===== src/rtl/gf180mcu_fd_sc_mcu7t5v0__xor_crc_pkg.sv =====
// Shared types and defaults for the arbitrated serial XOR-feedback CRC engine.
package gf180mcu_fd_sc_mcu7t5v0__xor_crc_pkg;

  typedef enum logic {
    IDLE  = 1'b0,
    SHIFT = 1'b1
  } state_t;

  localparam logic [7:0] DEF_POLY = 8'h07;
  localparam logic [7:0] DEF_INIT = 8'h00;

  // Width of a requester index; never below one bit.
  function automatic int idw(input int n);
    return (n < 2) ? 1 : $clog2(n);
  endfunction

endpackage


===== src/rtl/gf180mcu_fd_sc_mcu7t5v0__rr_arb.sv =====
// Combinational round-robin pick: first set request after ptr, wrapping modulo NREQ.
module gf180mcu_fd_sc_mcu7t5v0__rr_arb #(
  parameter int NREQ = 4,
  parameter int IDW  = 2
) (
  input  logic [NREQ-1:0] req,
  input  logic [IDW-1:0]  ptr,
  output logic [NREQ-1:0] gnt,
  output logic [IDW-1:0]  idx,
  output logic            any
);

  logic [IDW-1:0] cand;

  always_comb begin
    // NOTE: every combinational output gets a default before any branch, so no latch is inferred.
    gnt  = '0;
    idx  = '0;
    any  = 1'b0;
    cand = '0;
    for (int k = 1; k <= NREQ; k++) begin
      cand = IDW'((int'(ptr) + k) % NREQ);
      if (!any && req[cand]) begin
        any       = 1'b1;
        gnt[cand] = 1'b1;
        idx       = cand;
      end
    end
  end

endmodule


===== src/rtl/gf180mcu_fd_sc_mcu7t5v0__xor_crc_arb.sv =====
// Round-robin shared serial CRC engine: grants one requester, shifts its word MSB-first
// through an XOR2 LFSR, and returns the CRC tagged with the owner index.
module gf180mcu_fd_sc_mcu7t5v0__xor_crc_arb
  import gf180mcu_fd_sc_mcu7t5v0__xor_crc_pkg::*;
#(
  parameter int             NREQ = 4,
  parameter int             W    = 8,
  parameter logic [W-1:0]   POLY = W'(DEF_POLY),
  parameter logic [W-1:0]   INIT = W'(DEF_INIT),
  localparam int            IDW  = idw(NREQ)
) (
  input  logic              CLK,
  input  logic              RN,
  input  logic [NREQ-1:0]   REQ,
  input  logic [NREQ*W-1:0] D,
  output logic [NREQ-1:0]   GNT,
  output logic              BUSY,
  output logic [W-1:0]      Z,
  output logic              ZV,
  output logic [IDW-1:0]    ZID
);

  localparam int CW = $clog2(W + 1);

  state_t          state, state_d;
  logic [IDW-1:0]  ptr, ptr_d;
  logic [IDW-1:0]  owner, owner_d;
  logic [W-1:0]    sh, sh_d;
  logic [W-1:0]    crc, crc_d;
  logic [CW-1:0]   cnt, cnt_d;
  logic [NREQ-1:0] gnt_d;
  logic [W-1:0]    z_d;
  logic            zv_d;
  logic [IDW-1:0]  zid_d;

  logic [NREQ-1:0] arb_gnt;
  logic [IDW-1:0]  arb_idx;
  logic            arb_any;

  logic            fb;
  logic [W-1:0]    crc_shift;

  gf180mcu_fd_sc_mcu7t5v0__rr_arb #(
    .NREQ (NREQ),
    .IDW  (IDW)
  ) u_arb (
    .req (REQ),
    .ptr (ptr),
    .gnt (arb_gnt),
    .idx (arb_idx),
    .any (arb_any)
  );

  // One LFSR step: the polynomial is XORed in only when the outgoing bits disagree.
  assign fb        = crc[W-1] ^ sh[W-1];
  assign crc_shift = {crc[W-2:0], 1'b0} ^ (POLY & {W{fb}});

  assign BUSY = (state == SHIFT);

  always_comb begin
    state_d = state;
    ptr_d   = ptr;
    owner_d = owner;
    sh_d    = sh;
    crc_d   = crc;
    cnt_d   = cnt;
    gnt_d   = '0;
    z_d     = Z;
    zv_d    = 1'b0;
    zid_d   = ZID;
    unique case (state)
      IDLE: begin
        if (arb_any) begin
          gnt_d   = arb_gnt;
          ptr_d   = arb_idx;
          owner_d = arb_idx;
          sh_d    = D[arb_idx*W +: W];
          crc_d   = INIT;
          cnt_d   = CW'(W);
          state_d = SHIFT;
        end
      end
      SHIFT: begin
        crc_d = crc_shift;
        sh_d  = {sh[W-2:0], 1'b0};
        cnt_d = cnt - CW'(1);
        if (cnt == CW'(1)) begin
          z_d     = crc_shift;
          zv_d    = 1'b1;
          zid_d   = owner;
          state_d = IDLE;
        end
      end
      default: state_d = IDLE;
    endcase
  end

  // NOTE: sequential state uses non-blocking assignments; reset is sampled on the clock edge only.
  always_ff @(posedge CLK) begin
    if (!RN) begin
      state <= IDLE;
      ptr   <= IDW'(NREQ - 1);
      owner <= '0;
      sh    <= '0;
      crc   <= '0;
      cnt   <= '0;
      GNT   <= '0;
      Z     <= '0;
      ZV    <= 1'b0;
      ZID   <= '0;
    end else begin
      state <= state_d;
      ptr   <= ptr_d;
      owner <= owner_d;
      sh    <= sh_d;
      crc   <= crc_d;
      cnt   <= cnt_d;
      GNT   <= gnt_d;
      Z     <= z_d;
      ZV    <= zv_d;
      ZID   <= zid_d;
    end
  end

endmodule


===== config.mk =====
export PLATFORM = sky130hd
export DESIGN_NAME = gf180mcu_fd_sc_mcu7t5v0__xor_crc_arb
export DESIGN_NICKNAME = d
export VERILOG_FILES = /design/src/rtl/gf180mcu_fd_sc_mcu7t5v0__xor_crc_pkg.sv /design/src/rtl/gf180mcu_fd_sc_mcu7t5v0__rr_arb.sv /design/src/rtl/gf180mcu_fd_sc_mcu7t5v0__xor_crc_arb.sv
export SDC_FILE = /design/constraint.sdc
export NUM_CORES = 1
export LEC_CHECK = 0
export ABC_CLOCK_PERIOD_IN_PS = 8640
export CAP_MARGIN = 20
export CORE_MARGIN = 1
export CORE_UTILIZATION = 53
export CTS_CLUSTER_SIZE = 28
export DETAILED_ROUTE_END_ITERATION = 16
export PLACE_DENSITY = 0.81
export SETUP_SLACK_MARGIN = 0.5
export SLEW_MARGIN = 20
export SYNTH_ARGS = -nofsm -noshare
export SYNTH_HDL_FRONTEND = slang
export SYNTH_HIERARCHICAL = 1
export SYNTH_SLANG_ARGS = --single-unit

===== constraint.sdc =====
create_clock -name CLK -period 8.64 [get_ports CLK]
set_input_delay 2.592 -clock CLK [delete_from_list [all_inputs] [get_ports CLK]]
set_output_delay 2.592 -clock CLK [all_outputs]
set_load 0.05 [all_outputs]

==> results of run 1 <==
[Yosys cell counts (4+ instances only)]
master / instances
and3_1: 5
nand2_1: 21
a22o_1: 8
nor2b_1: 12
inv_1: 14
nand3_1: 4
buf_6: 4
ha_1: 10
o221a_1: 6
a221o_1: 4
o21ai_1: 8
nor3b_1: 6
mux2i_1: 17
o22ai_1: 7
o21ai_0: 7
dfxtp_1: 40
a21oi_1: 8
clkbuf_1: 6
nor2_1: 7
[sequential cells by signal, indices dropped and copies added, names as in the netlist]
register,count
Z,8
ptr,2
GNT,4
ZID,2
cnt,4
sh,8
crc,8
ZV,1
BUSY,1
owner,2
[layer usage]
layer  wire, µm  share of wire
met4        110          0.025
met2       2020           0.45
met3        208          0.046
met1       2140           0.48
met5          0              0
[cell type report]
| cell class | count | area, µm² | share of cell area |
|---|---|---|---|
| Multi-Input combinational cell | 171 | 1310 | 0.457 |
| Clock buffer | 8 | 90.1 | 0.0316 |
| Inverter | 17 | 63.8 | 0.0224 |
| Timing Repair Buffer | 53 | 531 | 0.186 |
| Tap cell | 50 | 62.6 | 0.0219 |
| Sequential cell | 40 | 801 | 0.281 |
[worst max-delay path by stage]
stage / endpoint / slack [ns] / cells past startpoint
finish: sh[0] / 3.17 / 9
global route: sh[0] / 3.02 / 9
CTS: sh[0] / 3.19 / 9
detailed placement: sh[0] / 2.86 / 9
global placement: sh[0] / 2.93 / 9
floorplan: sh[0] / 3.90 / 9
[report_power, final]
part           switching [mW]  internal (mW)  leakage [nW]
logic                  0.0756         0.0718         0.725
registers              0.0142          0.197         0.327
clock network          0.0601         0.0650        0.0455
total                   0.150          0.334          1.10
[critical path: cells and delay by family]
kind | cells | cell delay (ns)
AOI/OAI and AO/OA | 4 | 1.19
muxes | 2 | 0.67
buffers and inverters | 1 | 0.66
and+or+nand+nor | 2 | 0.55
[cell families (layout without fill, tap and decap cells)]
logic type | after synthesis | count (layout) | synth area share
flops | 40 | 40 | 0.353
xor+xnor | 3 | 3 | 0.0116
fa+ha+maj | 10 | 10 | 0.0552
compound gates | 70 | 70 | 0.240
simple gates | 67 | 67 | 0.159
buf+inv | 32 | 78 | 0.0707
mux | 21 | 21 | 0.110
==> results.py, run 1 <==
metrics = {
    "power_and_ir_drop": {
        "irDropWorstVdd_v": 0.0000720,
        "p_per_area_nw_per_um2": 169,
        "power.total_uw": 483,
        "power.leakage_nw": 1.10,
    },
    "finish": {
        "fillers": 315,
        "diodes": 0,
        "fin_nets": 336,
        "areaGrowthSynthToFinish_pct": 25.9,
        "final_cells": 339,
        "layout_common_cells": "53 x clkdlybuf4s50_1, 40 x dfxtp_1, 21 x nand2_1",
        "final_common_cell": "clkdlybuf4s50_1",
        "fin_area_um2": 2850,
        "final_util": 0.703,
        "drive_gt1_frac": 0.0692,
    },
    "routing": {
        "wire_per_inst_um": 13.2,
        "vias": 1914,
        "first_pass_iters": 4,
        "vias_per_cell": 5.65,
        "wl_um": 4480,
        "drcViolationCount": 0,
        "drtAntennaViolNets": 0,
        "first_iter_violations": 112,
    },
    "grt": {
        "use_met3": 0.0456,
        "grtUsageMet1": 0.265,
        "grt.total_usage": 0.216,
        "grt_max_degree": 31,
        "grt.overflow.total": 0,
        "top_usage_layer": "met2",
        "grt_first_pass_wirelength_um": 7360,
        "use_met2": 0.348,
        "grt_pass1_vias": 1726,
        "antenna_found_initial": 0,
    },
    "sta": {
        "finalWorstSetupSlack_ns": 3.17,
        "fmax_ghz": 0.183,
        "min_period_over_period": 0.633,
        "final_max_slew_viol_count": 0,
        "rsz0062_at_grt": "no",
        "fin_skew_ns": 0.00325,
        "hold_viol": 0,
        "tns_ns": 0,
        "slew_headroom": 0.391,
        "holdWs_ns": 0.471,
        "finalSetupViolCount": 0,
        "tightest_slew_ns": 0.911,
        "layout_min_cycle_time_ns": 5.47,
    },
    "synthesis": {
        "synth_cells": 243,
        "synth_area_per_cell_um2": 9.32,
        "ys_top_cells_by_area": "dfxtp_1 35%, mux2i_1 7.5%, ha_1 5.5%",
        "synth_top_cell_area_share": 0.353,
        "synth_ff_type": "dfxtp_1",
        "synth_area_um2": 2270,
        "synth_area_leader_cell": "dfxtp_1",
        "syn_nets": 291,
        "ys_seq_elements": 40,
        "yosysUniqueCellTypes": 53,
        "ys_seq_area_frac": 0.353,
        "synth_edf_count": 0,
        "synthArstFlopShare": 0,
        "synth_warnings": 6,
    },
    "floorplan": {
        "die_x_um": 67.4,
        "core.rowCount": 23,
        "core_um2": 4060,
        "die_y_um": 67.4,
        "dieArea_um2": 4540,
        "initial_core_util": 0.558,
        "io_pins": 54,
    },
    "job": {
        "cap_violations": 0,
    },
    "worst_setup_path": {
        "crit_type": "input pin to flop",
        "startpoint_type": "input pin",
        "r2r-end": "sh[0]",
        "required_ns": 8.83,
        "cpPeakStageDelay_ns": 0.74,
        "crit_path_top_delay_cell": "o22a_1",
        "end_kind": "flop",
        "critPathArrivalTime_ns": 5.66,
        "rr_worst_depth": 8,
        "cp_cell_sequence": "clkdlybuf4s50_1, or3b_1, o21ai_1, a21oi_1, o22ai_2, o22a_1, mux4_2, mux2_2, and3_1",
        "crit_path_start": "REQ[2]",
        "r2r_slack_ns": 5.03,
        "r2r_start": "ptr[0]",
        "crit_path_max_fanout": 16,
    },
    "placement": {
        "io_buffers": 53,
        "pre_cts_ws_ns": 2.86,
        "dp.cells": 331,
        "dpl.hpwl_um": 3180,
        "gp_congestion": 0.875,
        "placed_area_um2": 2760,
    },
    "clock_network": {
        "cts_sinks": 40,
        "cts_resized": 0,
        "hold_buffers": 0,
        "root_buffer": "clkbuf_8",
        "cts.path.max_buffers": 2,
        "clkLatencyLatePin_ns": 0.29,
        "cts_tree": "yes",
        "clkTransAtPathRegs_ns": 0.07,
        "cts_buffers": 5,
        "post_cts_buffers": 0,
        "htree_levels": 2,
    },
    "worst_hold_path": {
        "hold_path.startpoint": "Z[2]",
        "holdPathEnd": "Z[2]",
        "hp-class": "flop to flop",
        "holdPathStages": 1,
    },
    "run_status": {
        "outcome": "finished clean",
    },
}
(Power assumes the default switching activity.)
==> run 2: changes to the inputs <==
- ABC_CLOCK_PERIOD_IN_PS: 8640 -> 4580
- CORE_UTILIZATION: 53 -> 45
- PLACE_DENSITY: 0.81 -> 0.73
- clock period: 8.64 -> 4.58 ns (I/O delays scaled with it)
==> run 2 against run 1 <==
Net effect:
- non-clock buffer count rose by 3
- clock skew up 0.00088 ns
- final cell count up 5.6%
- highest routed layer unchanged
- clock power grew 67%
- sequential share of layout area decreased by 0.30 points
- worst hold slack lost 0.012 ns
- register-to-register slack got worse by 3.5 ns
- global-route usage decreased by 2.9 points
==> results.py, run 2 (synthesis gave the netlist of run 1 again) <==
metrics = {
    "sta": {
        "holdWs_ns": 0.459,
        "finalSetupViolCount": 0,
        "rsz0062_at_grt": "no",
        "tns_ns": 0,
        "min_period_over_period": 0.840,
        "fin_skew_ns": 0.00413,
        "slew_headroom": 0.448,
        "hold_viol": 0,
        "tightest_slew_ns": 0.826,
        "fmax_ghz": 0.260,
        "layout_min_cycle_time_ns": 3.85,
        "final_max_slew_viol_count": 0,
    },
    "routing": {
        "drcViolationCount": 0,
        "first_pass_iters": 4,
        "wire_per_inst_um": 12.4,
        "wl_um": 4440,
        "vias_per_cell": 5.35,
        "drtAntennaViolNets": 0,
        "vias": 1916,
        "first_iter_violations": 126,
    },
    "floorplan": {
        "core.rowCount": 25,
        "die_x_um": 73.0,
        "initial_core_util": 0.473,
        "die_y_um": 73.0,
        "core_um2": 4790,
        "dieArea_um2": 5320,
        "io_pins": 54,
    },
    "worst_setup_path": {
        "startpoint_type": "input pin",
        "required_ns": 4.76,
        "r2r_start": "ptr[0]",
        "end_kind": "flop",
        "critPathArrivalTime_ns": 4.03,
        "crit_path_max_fanout": 9,
        "rr_worst_depth": 9,
        "crit_type": "input pin to flop",
        "crit_path_start": "REQ[0]",
    },
    "run_status": {
        "outcome": "finished clean",
    },
    "clock_network": {
        "clkLatencyLatePin_ns": 0.28,
        "cts_sinks": 40,
        "htree_levels": 2,
        "hold_buffers": 0,
        "cts_resized": 0,
        "cts_tree": "yes",
        "post_cts_buffers": 0,
        "clkTransAtPathRegs_ns": 0.07,
        "root_buffer": "clkbuf_8",
        "cts.path.max_buffers": 2,
        "cts_buffers": 5,
    },
    "finish": {
        "final_util": 0.603,
        "multi_input_area_um2": 1310,
        "fin_nets": 339,
        "fin_area_um2": 2880,
        "diodes": 0,
        "drive_gt1_frac": 0.0790,
        "fillers": 440,
        "areaGrowthSynthToFinish_pct": 27.3,
        "layout_common_cells": "53 x clkdlybuf4s50_1, 40 x dfxtp_1, 21 x nand2_1",
        "final_common_cell": "clkdlybuf4s50_1",
        "reg_top3": "Z x8, crc x8, sh x8",
        "final-seq-area_um2": 801,
    },
    "grt": {
        "grt_pass1_vias": 1767,
        "grt_first_pass_wirelength_um": 7770,
        "antenna_found_initial": 0,
        "grt.overflow.total": 0,
        "grt.total_usage": 0.187,
        "grt_max_degree": 31,
    },
    "worst_hold_path": {
        "holdPathStages": 2,
        "hold_path.startpoint": "owner[1]",
        "hp-class": "flop to flop",
    },
    "job": {
        "cap_violations": 0,
    },
    "power_and_ir_drop": {
        "power.total_uw": 884,
        "power.leakage_nw": 1.11,
        "irDropWorstVdd_v": 0.000127,
        "p_per_area_nw_per_um2": 307,
    },
    "placement": {
        "io_buffers": 53,
        "dpl.hpwl_um": 3250,
        "placed_area_um2": 2810,
        "gp_congestion": 0.866,
    },
}
-- run 2: changes by cell type in the layout (fill, tap and decap cells not counted) --
cell | before | now
clkbuf_8 | 6 | 5
clkinv_2 | 0 | 1
clkbuf_1 | 2 | 1
buf_4 | 0 | 3
-- run 2: power by group --
part           switching [mW]  internal (mW)
registers              0.0250          0.371
logic                   0.141          0.138
clock network           0.106          0.103
total                   0.272          0.612
-- run 2: cell type report --
class / instances / area share
well taps: 67 / 0.0291
inverters: 17 / 0.0221
flip-flops and latches: 40 / 0.278
clock buffers: 6 / 0.0252
repair buffers: 56 / 0.192
clock inverters: 1 / 0.00174
multi-input cells: 171 / 0.452
-- run 2: final timing paths --
kind / end / slack (ns)
hold reg to reg: owner[1] / 0.46
setup / recovery: sh[0] / 0.73
setup reg to reg: sh[1] / 1.53
hold / removal: owner[1] / 0.46
-- run 2: through the flow --
step	worst slack [ns]	cells
3_3_place_gp	0.489	351
2_1_floorplan	1.06	243
6_report	0.731	358
3_5_place_dp	0.426	351
4_1_cts	0.726	358
5_1_grt	0.592	358
-- run 2: routing by layer --
metal / track usage / wire, µm
met5: 0 / 0
met4: 0.0828 / 59
met3: 0.0442 / 204
met2: 0.297 / 2120
met1: 0.241 / 2050
-- run 2: critical path, stage by stage --
cell	delay, ns
clkdlybuf4s50_1	0.55
mux4_2	0.62
a21oi_2	0.16
nor3_1	0.06
nor2_2	0.10
o31a_1	0.22
mux4_2	0.51
mux2_2	0.26
and3_1	0.17
==> run 3: changes to the inputs <==
- ABC_CLOCK_PERIOD_IN_PS: 4580 -> 3600
- CORE_UTILIZATION: 45 -> 50
- PLACE_DENSITY: 0.73 -> 0.77
- clock period: 4.58 -> 3.6 ns (I/O delays scaled with it)
==> run 3 against run 2 <==
Net effect:
- sequential share of layout area is 0.97 points lower
- sequential cell count stayed put
- first-iteration DRC count is 18% lower
- wire length is 7.0% higher
- final area is 3.6% higher
- register-to-register slack worse by 0.76 ns
- sequential power is 25% higher
- clock-buffer cell count stayed put
- critical path depth is 1 higher
- utilization is 8.4 points higher
- clock skew is 0.00074 ns higher
- largest power group unchanged
==> results.py, run 3 (synthesis gave the netlist of run 1 again) <==
metrics = {
    "worst_setup_path": {
        "cp_cell_sequence": "clkdlybuf4s15_1, buf_6, nand2b_1, nor4_1, a21oi_1, o22ai_2, o31a_1, mux4_2, mux2_4, and3_4",
        "required_ns": 3.79,
        "crit_path_max_fanout": 7,
        "startpoint_type": "input pin",
        "cpPeakStageDelay_ns": 0.50,
        "cp_top_family": "multiplexers",
        "critPathBufInv": 2,
        "end_kind": "flop",
        "crit_path_top_delay_cell": "mux4_2",
        "crit_type": "input pin to flop",
        "critPathArrivalTime_ns": 3.21,
    },
    "sta": {
        "min_period_over_period": 0.841,
        "tightest_slew_ns": 0.732,
        "final_max_slew_viol_count": 0,
        "holdWs_ns": 0.458,
        "rsz0062_at_grt": "no",
        "finalWorstSetupSlack_ns": 0.573,
        "finalSetupViolCount": 0,
        "hold_viol": 0,
        "layout_min_cycle_time_ns": 3.03,
        "tns_ns": 0,
        "slew_headroom": 0.511,
        "fin_skew_ns": 0.00487,
        "fmax_ghz": 0.330,
    },
    "routing": {
        "dr_wl_met2_um": 2180,
        "wl_um": 4750,
        "first_pass_iters": 5,
        "drtAntennaViolNets": 0,
        "met1_length_um": 2210,
        "top_layer": "met4",
        "vias_per_cell": 5.62,
        "wire_per_inst_um": 13.4,
        "drcViolationCount": 0,
        "first_iter_violations": 103,
        "vias": 1994,
        "dr_wl_met3_um": 227,
    },
    "clock_network": {
        "clkTransAtPathRegs_ns": 0.07,
        "htree_levels": 2,
        "cts_tree": "yes",
        "clkLatencyLatePin_ns": 0.29,
        "root_buffer": "clkbuf_8",
        "cts.path.max_buffers": 2,
        "cts_buffers": 5,
        "cts_sinks": 40,
    },
    "power_and_ir_drop": {
        "p_switching_uw": 369,
        "irDropWorstVdd_v": 0.000160,
        "cellInternalPower_uw": 809,
        "combPwrFrac": 0.345,
        "power.total_mw": 1.18,
        "power.leakage_nw": 1.18,
        "switching_share": 0.313,
        "clkPwrFrac": 0.235,
        "p_per_area_nw_per_um2": 394,
        "p_seq_frac": 0.420,
    },
    "floorplan": {
        "core.rowCount": 24,
        "core_um2": 4350,
        "dieArea_um2": 4810,
        "initial_core_util": 0.520,
        "io_pins": 54,
        "die_y_um": 69.3,
        "die_x_um": 69.3,
    },
    "finish": {
        "reg_top3": "Z x8, crc x8, sh x8",
        "fin_area_um2": 2990,
        "fin_nets": 351,
        "layout_common_cells": "49 x clkdlybuf4s50_1, 40 x dfxtp_1, 21 x nand2_1",
        "final_util": 0.686,
        "final_cells": 355,
        "drive_gt1_frac": 0.132,
        "final_common_cell": "clkdlybuf4s50_1",
        "areaGrowthSynthToFinish_pct": 31.9,
        "diodes": 0,
        "fillers": 356,
    },
    "grt": {
        "grt.overflow.total": 0,
        "grt_max_degree": 30,
        "antenna_found_initial": 0,
        "grt_pass1_vias": 1923,
        "grt_first_pass_wirelength_um": 8290,
        "grt.total_usage": 0.209,
    },
    "worst_hold_path": {
        "hp-class": "flop to flop",
    },
    "placement": {
        "dp.cells": 345,
        "pre_cts_ws_ns": 0.0473,
        "dpl.hpwl_um": 3400,
        "gp_congestion": 0.940,
        "placed_area_um2": 2870,
        "io_buffers": 53,
    },
    "job": {
        "cap_violations": 0,
    },
    "run_status": {
        "outcome": "finished clean",
    },
}
[run 3: cell count changes in the layout (fill, tap and decap cells not counted), sizes merged]
cell | previous run | this run
clkdlybuf4s50 | 53 | 49
clkbuf | 6 | 7
clkdlybuf4s15 | 0 | 3
buf | 3 | 15
[run 3: cell type report]
type	count	area [µm²]	share of cell area
multi-input cells	171	1320	0.443
flip-flops and latches	40	801	0.268
repair buffers	68	658	0.220
clock buffers	6	72.6	0.0243
well taps	52	65.1	0.0218
inverters	17	63.8	0.0214
clock inverters	1	5.00	0.00168
[run 3: per-layer routing]
layer,global-route usage,up-vias
li1,-,997
met1,0.263,912
met2,0.342,70
met3,0.0407,15
met4,0.104,0
met5,0,-
[run 3: timing repair]
| item | CTS | global route |
|---|---|---|
| hold endpoints to repair | 0 | 0 |
| pin swaps | 2 | 6 |
| buffers inserted | 1 | 2 |
| endpoints found under the setup margin | 8 | 8 |
| resized for setup | 4 | 12 |
| hold buffers | 0 | 0 |
[run 3: path summary, 6_finish.rpt]
kind                 start        to  slack, ns  depth (start not counted)
hold / removal    owner[0]  owner[0]       0.46                          2
setup / recovery    REQ[1]     sh[0]       0.57                         10
setup reg to reg    ptr[1]     sh[0]       0.77                          8
hold reg to reg   owner[0]  owner[0]       0.46                          2
[run 3: tightest hold or removal path: stages (launching register included)]
cell,delay (ns)
dfxtp_1,0.31
nand2_1,0.05
a21boi_1,0.05
[run 3: power by group through the flow]
stage                     clock (mW)  combinational, mW  sequential (mW)
final                          0.277              0.407            0.494
after global routing           0.301              0.447            0.498
after CTS                      0.283              0.395            0.494
after detailed placement           0              0.392            0.503
after global placement             0              0.386            0.503
after floorplan                    0              0.260            0.520
